--- src/rtl/ps2_kbd_rx.sv ---
// ps2_kbd_rx: PS/2 keyboard receiver that deframes scan bytes and folds E0/F0 prefixes into flags.
module ps2_kbd_rx #(
  parameter int FILTER_LEN  = 8,
  parameter int TIMEOUT_CYC = 100000
) (
  input  logic       clk,
  input  logic       rst,
  input  logic       ps2_clk,
  input  logic       ps2_data,
  output logic [7:0] data,
  output logic       valid,
  output logic       extended,
  output logic       released,
  output logic       err
);
  localparam int FW = $clog2(FILTER_LEN);
  localparam int TW = $clog2(TIMEOUT_CYC);
  typedef enum logic [1:0] {IDLE, SHIFT, CHECK} state_t;
  state_t        state_q, state_d;
  logic [1:0]    clk_s_q, dat_s_q;
  logic          filt_q, filt_d, fall;
  logic [FW-1:0] fcnt_q, fcnt_d;
  logic [3:0]    bitcnt_q, bitcnt_d;
  logic [TW-1:0] tout_q, tout_d;
  logic [9:0]    sh_q, sh_d;
  logic          ext_pend_q, ext_pend_d, rel_pend_q, rel_pend_d;
  logic [7:0]    data_q, data_d;
  logic          valid_q, valid_d, ext_q, ext_d, rel_q, rel_d, err_q, err_d;
  logic          good;
  always_comb begin
    filt_d = filt_q;
    fcnt_d = '0;
    if (clk_s_q[1] != filt_q) begin
      if (fcnt_q == FW'(FILTER_LEN - 1)) filt_d = clk_s_q[1];
      else fcnt_d = fcnt_q + 1'b1;
    end
  end
  assign fall = filt_q & ~filt_d;
  // sh_q holds data[7:0], parity[8], stop[9] once all ten post-start bits are in
  assign good = sh_q[9] & (^sh_q[8:0]);
  always_comb begin
    state_d    = state_q;
    bitcnt_d   = bitcnt_q;
    tout_d     = '0;
    sh_d       = sh_q;
    ext_pend_d = ext_pend_q;
    rel_pend_d = rel_pend_q;
    data_d     = data_q;
    ext_d      = ext_q;
    rel_d      = rel_q;
    valid_d    = 1'b0;
    err_d      = 1'b0;
    case (state_q)
      IDLE: if (fall && !dat_s_q[1]) begin
        state_d  = SHIFT;
        bitcnt_d = 4'd1;
      end
      SHIFT: if (fall) begin
        sh_d     = {dat_s_q[1], sh_q[9:1]};
        bitcnt_d = bitcnt_q + 4'd1;
        state_d  = bitcnt_q == 4'd10 ? CHECK : SHIFT;
      end else if (tout_q == TW'(TIMEOUT_CYC - 1)) begin
        err_d      = 1'b1;
        state_d    = IDLE;
        bitcnt_d   = 4'd0;
        ext_pend_d = 1'b0;
        rel_pend_d = 1'b0;
      end else tout_d = tout_q + 1'b1;
      CHECK: begin
        state_d  = IDLE;
        bitcnt_d = 4'd0;
        if (!good) begin
          err_d      = 1'b1;
          ext_pend_d = 1'b0;
          rel_pend_d = 1'b0;
        end else if (sh_q[7:0] == 8'hE0) ext_pend_d = 1'b1;
        else if (sh_q[7:0] == 8'hF0) rel_pend_d = 1'b1;
        else begin
          data_d     = sh_q[7:0];
          ext_d      = ext_pend_q;
          rel_d      = rel_pend_q;
          valid_d    = 1'b1;
          ext_pend_d = 1'b0;
          rel_pend_d = 1'b0;
        end
      end
      default: state_d = IDLE;
    endcase
  end
  always_ff @(posedge clk or posedge rst)
    if (rst) begin
      clk_s_q    <= 2'b11;
      dat_s_q    <= 2'b11;
      filt_q     <= 1'b1;
      fcnt_q     <= '0;
      state_q    <= IDLE;
      bitcnt_q   <= 4'd0;
      tout_q     <= '0;
      sh_q       <= '0;
      ext_pend_q <= 1'b0;
      rel_pend_q <= 1'b0;
      data_q     <= 8'd0;
      valid_q    <= 1'b0;
      ext_q      <= 1'b0;
      rel_q      <= 1'b0;
      err_q      <= 1'b0;
    end else begin
      clk_s_q    <= {clk_s_q[0], ps2_clk};
      dat_s_q    <= {dat_s_q[0], ps2_data};
      filt_q     <= filt_d;
      fcnt_q     <= fcnt_d;
      state_q    <= state_d;
      bitcnt_q   <= bitcnt_d;
      tout_q     <= tout_d;
      sh_q       <= sh_d;
      ext_pend_q <= ext_pend_d;
      rel_pend_q <= rel_pend_d;
      data_q     <= data_d;
      valid_q    <= valid_d;
      ext_q      <= ext_d;
      rel_q      <= rel_d;
      err_q      <= err_d;
    end
  assign data     = data_q;
  assign valid    = valid_q;
  assign extended = ext_q;
  assign released = rel_q;
  assign err      = err_q;
endmodule
--- config.mk ---
export PLATFORM = sky130hd
export DESIGN_NAME = ps2_kbd_rx
export DESIGN_NICKNAME = d
export VERILOG_FILES = /design/src/rtl/ps2_kbd_rx.sv
export SDC_FILE = /design/constraint.sdc
export NUM_CORES = 1
export LEC_CHECK = 0
export CAP_MARGIN = 20
export CORE_ASPECT_RATIO = 0.7
export CORE_MARGIN = 2
export CORE_UTILIZATION = 31
export DETAILED_ROUTE_END_ITERATION = 8
export DONT_BUFFER_PORTS = 1
export GPL_TIMING_DRIVEN = 0
export PLACE_DENSITY = 0.51
export SLEW_MARGIN = 30
export SYNTH_ARGS = -nofsm -noshare
export SYNTH_HDL_FRONTEND = slang
export SYNTH_SLANG_ARGS = --single-unit
--- constraint.sdc ---
create_clock -name clk -period 2.7 [get_ports clk]
set_input_delay 0.675 -clock clk [delete_from_list [all_inputs] [get_ports clk]]
set_output_delay 0.675 -clock clk [all_outputs]
set_load 0.02 [all_outputs]
==> qor.yml <==
status:
  status: "finished, violations left"
  violations: "design-rule violations"
synth:
  synth_seq_cells: 55
  synth_compound_area_frac: 0.0764
  ys.flop_type: "dfrtp_1"
  synth.top_cells.by_count: "dfrtp_1, nand2_1, nor2_1"
  synthMuxAreaShare: 0.0522
  syn_avg_cell_area_um2: 11.0
  async_flop_share: 1.00
  synth_cells: 235
  yosysWarnings: 0
  synthXorXnorAreaFrac: 0.0629
  yosys.area.top_type: "dfrtp_1"
  synth_top_area_share: 0.484
  seq_area_frac_synth: 0.534
  synth_edf_count: 0
  yosys.area_share.simple: 0.176
  synth_fp_nets: 253
  synth.most_common_cell: "dfrtp_1"
  synth_top_family_by_area: "simple AND/OR/NAND/NOR gates"
  synth_area_leaders: "dfrtp_1, ha_1, mux2_2"
  synth_fa_ha_area_frac: 0.0677
  synth.distinct_cells: 40
  synthesis.area_mm2: 0.00259
clock_network:
  numCtsBuffers: 5
  cts_sinks: 55
  cts_buffer_depth: 2
  hold_buffers: 0
  cts.root.buffer_cell: "clkbuf_16"
  cts_max_level: 2
  path_clk_slew_ns: 0.07
  cts_tree: "done"
  post_cts_resized: 0
  post_cts_buffers: 0
  clock_latency_ns: 0.29
floorplanning:
  io_pins: 16
  start_util: 0.325
  die_h_um: 80.4
  chipWidth_um: 113
  dieArea_mm2: 0.00910
  row_count: 27
  coreArea_mm2: 0.00797
setup_path:
  rr_worst_depth: 7
  startpoint_type: "register"
  max_stage_delay_ns: 0.40
  reg2reg_slack_ns: 0.40
  r2r_end: "released"
  critPathSlowestCell: "dfrtp_1"
  cp-end-kind: "register"
  path_class: "register to register"
  critPathLaunch: "sh_q[4]"
  required_ns: 2.88
  path_cells: "inv_1 > ha_1 > xnor3_1 > xnor2_1 > nor3_1 > buf_4 > mux2_2"
  cp.arrival_ns: 2.47
  setup.worst_path.end: "released"
  worstReg2RegStart: "sh_q[4]"
  cp_max_fo: 10
timing:
  finClkSkew_ns: 0.00804
  finalCritPeriodShare: 0.851
  finalHoldViolCount: 0
  rsz0062_at_grt: "no"
  finalSetupTns_ns: 0
  fin_crit_ns: 2.30
  relSlewSlack: 0.576
  max_freq_mhz: 435
  worst_slew_pin_slew_ns: 0.634
  setup_violations: 0
  maxSlewViolCount: 0
drt:
  drt-initial-drc-count: 95
  vias: 1623
  wl_per_cell_um: 12.7
  drt_wl_total_um: 4400
  final_antenna_net_count: 0
  drcViolationCount: 3
  vias_per_cell: 4.70
  dr.pass1.iters: 6
finish:
  synthToLayoutAreaGrowth_pct: 12.7
  layout-drive-gt1-share: 0.160
  final_cell_area_mm2: 0.00292
  fillers: 784
  nNetsFinal: 261
  antenna-diode-count: 0
global_route:
  antenna_found_initial: 0
  grt_pass1_wl_um: 7730
  grt_pass1_vias: 1560
  grt-ovfl-total: 0
  grt_max_degree: 47
  gr-usage-all-layers: 0.110
placement:
  dp_hpwl_um: 3190
  io_buffers: 0
  place_area_mm2: 0.00274
  finalWeightedCongestion: 0.759
power:
  p_per_area_mw_per_mm2: 679
  irDropWorstVdd_mv: 0.331
  leakage_nw: 1.33
worst_hold_path:
  hold_path_class: "input port to asynchronous set/reset pin"
run:
  maxCapViolCount: 0
logic make-up after synthesis:
group,after synthesis
XOR/XNOR,17
adder cells (fa/ha/maj),14
AO/OA/AOI/OAI,31
buffers and inverters,19
flip-flops,55
AND/OR/NAND/NOR,87
multiplexers,12
placed cells by master, fill, tap and decap left out, drive strengths merged, types with 2 or more instances in the layout:
| cell type | count |
|---|---|
| nand4 | 5 |
| dfstp | 5 |
| ha | 14 |
| o21ai | 13 |
| buf | 4 |
| a22o | 2 |
| mux2 | 12 |
| clkbuf | 7 |
| a21oi | 9 |
| and3 | 4 |
| nand3 | 9 |
| inv | 15 |
| nand3b | 3 |
| nor3b | 2 |
| xnor2 | 6 |
| nor3 | 5 |
| o21a | 2 |
| nor2 | 23 |
| o22ai | 2 |
| xor2 | 10 |
| dfrtp | 50 |
| or3 | 2 |
| nand2 | 27 |
per-stage QoR:
step,cells,utilization,worst slack (ns),hold WS (ns),power [W]
finish,345,0.366,0.403,0.144,0.00198
global route,345,0.366,0.232,0.136,0.00211
CTS,345,0.366,0.356,0.138,0.00202
detailed placement,337,0.344,0.372,0.349,0.00126
global placement,336,0.340,0.00675,0.347,0.00125
floorplan,235,-,0.610,0.345,0.00119
critical path: cells and delay by family, from the launching register on:
kind | cells | cell delay (ns)
xor+xnor | 2 | 0.51
fa+ha+maj | 1 | 0.30
buf+inv | 2 | 0.32
flops | 1 | 0.40
mux | 1 | 0.35
simple gates | 1 | 0.30
area by class of cell:
cell class | count | area, µm² | share of cell area
inverter | 14 | 55.1 | 0.0189
clock buffer | 5 | 125 | 0.0429
multi-input combinational | 161 | 1130 | 0.387
timing repair buffer | 1 | 27.5 | 0.00944
buffer | 5 | 25.0 | 0.00858
sequential | 55 | 1380 | 0.474
clock inverter | 3 | 46.3 | 0.0159
tap | 101 | 126 | 0.0433
layer usage:
layer / up-vias / GRT usage / wire [µm]
met5: - / 0 / 0
met4: 0 / 0.0439 / 73
met1: 777 / 0.166 / 2430
li1: 819 / - / -
met3: 6 / 0.0317 / 140
met2: 21 / 0.144 / 1760
where the power goes:
part           internal [W]  switching (W)
sequential         0.000889      0.0000473
clock              0.000441       0.000297
combinational      0.000116       0.000189
total               0.00145       0.000534
worst min-delay path by stage:
stage | startpoint | endpoint | slack [ns]
final | rst | extended | 0.14
after global routing | rst | extended | 0.14
after CTS | rst | extended | 0.14
after detailed placement | clk_s_q[0] | clk_s_q[1] | 0.35
after global placement | clk_s_q[0] | clk_s_q[1] | 0.35
after floorplan | clk_s_q[0] | clk_s_q[1] | 0.35
registers in the layout, indices dropped and copies added (netlist names):
| name | cells |
|---|---|
| released | 1 |
| state_q | 2 |
| filt_q | 1 |
| data | 8 |
| clk_s_q | 2 |
| dat_s_q | 2 |
| fcnt_q | 3 |
| extended | 1 |
| err | 1 |
| rel_pend_q | 1 |
| ext_pend_q | 1 |
| tout_q | 17 |
| bitcnt_q | 4 |
| valid | 1 |
| sh_q | 10 |
Power figures use the tool's default switching activity.
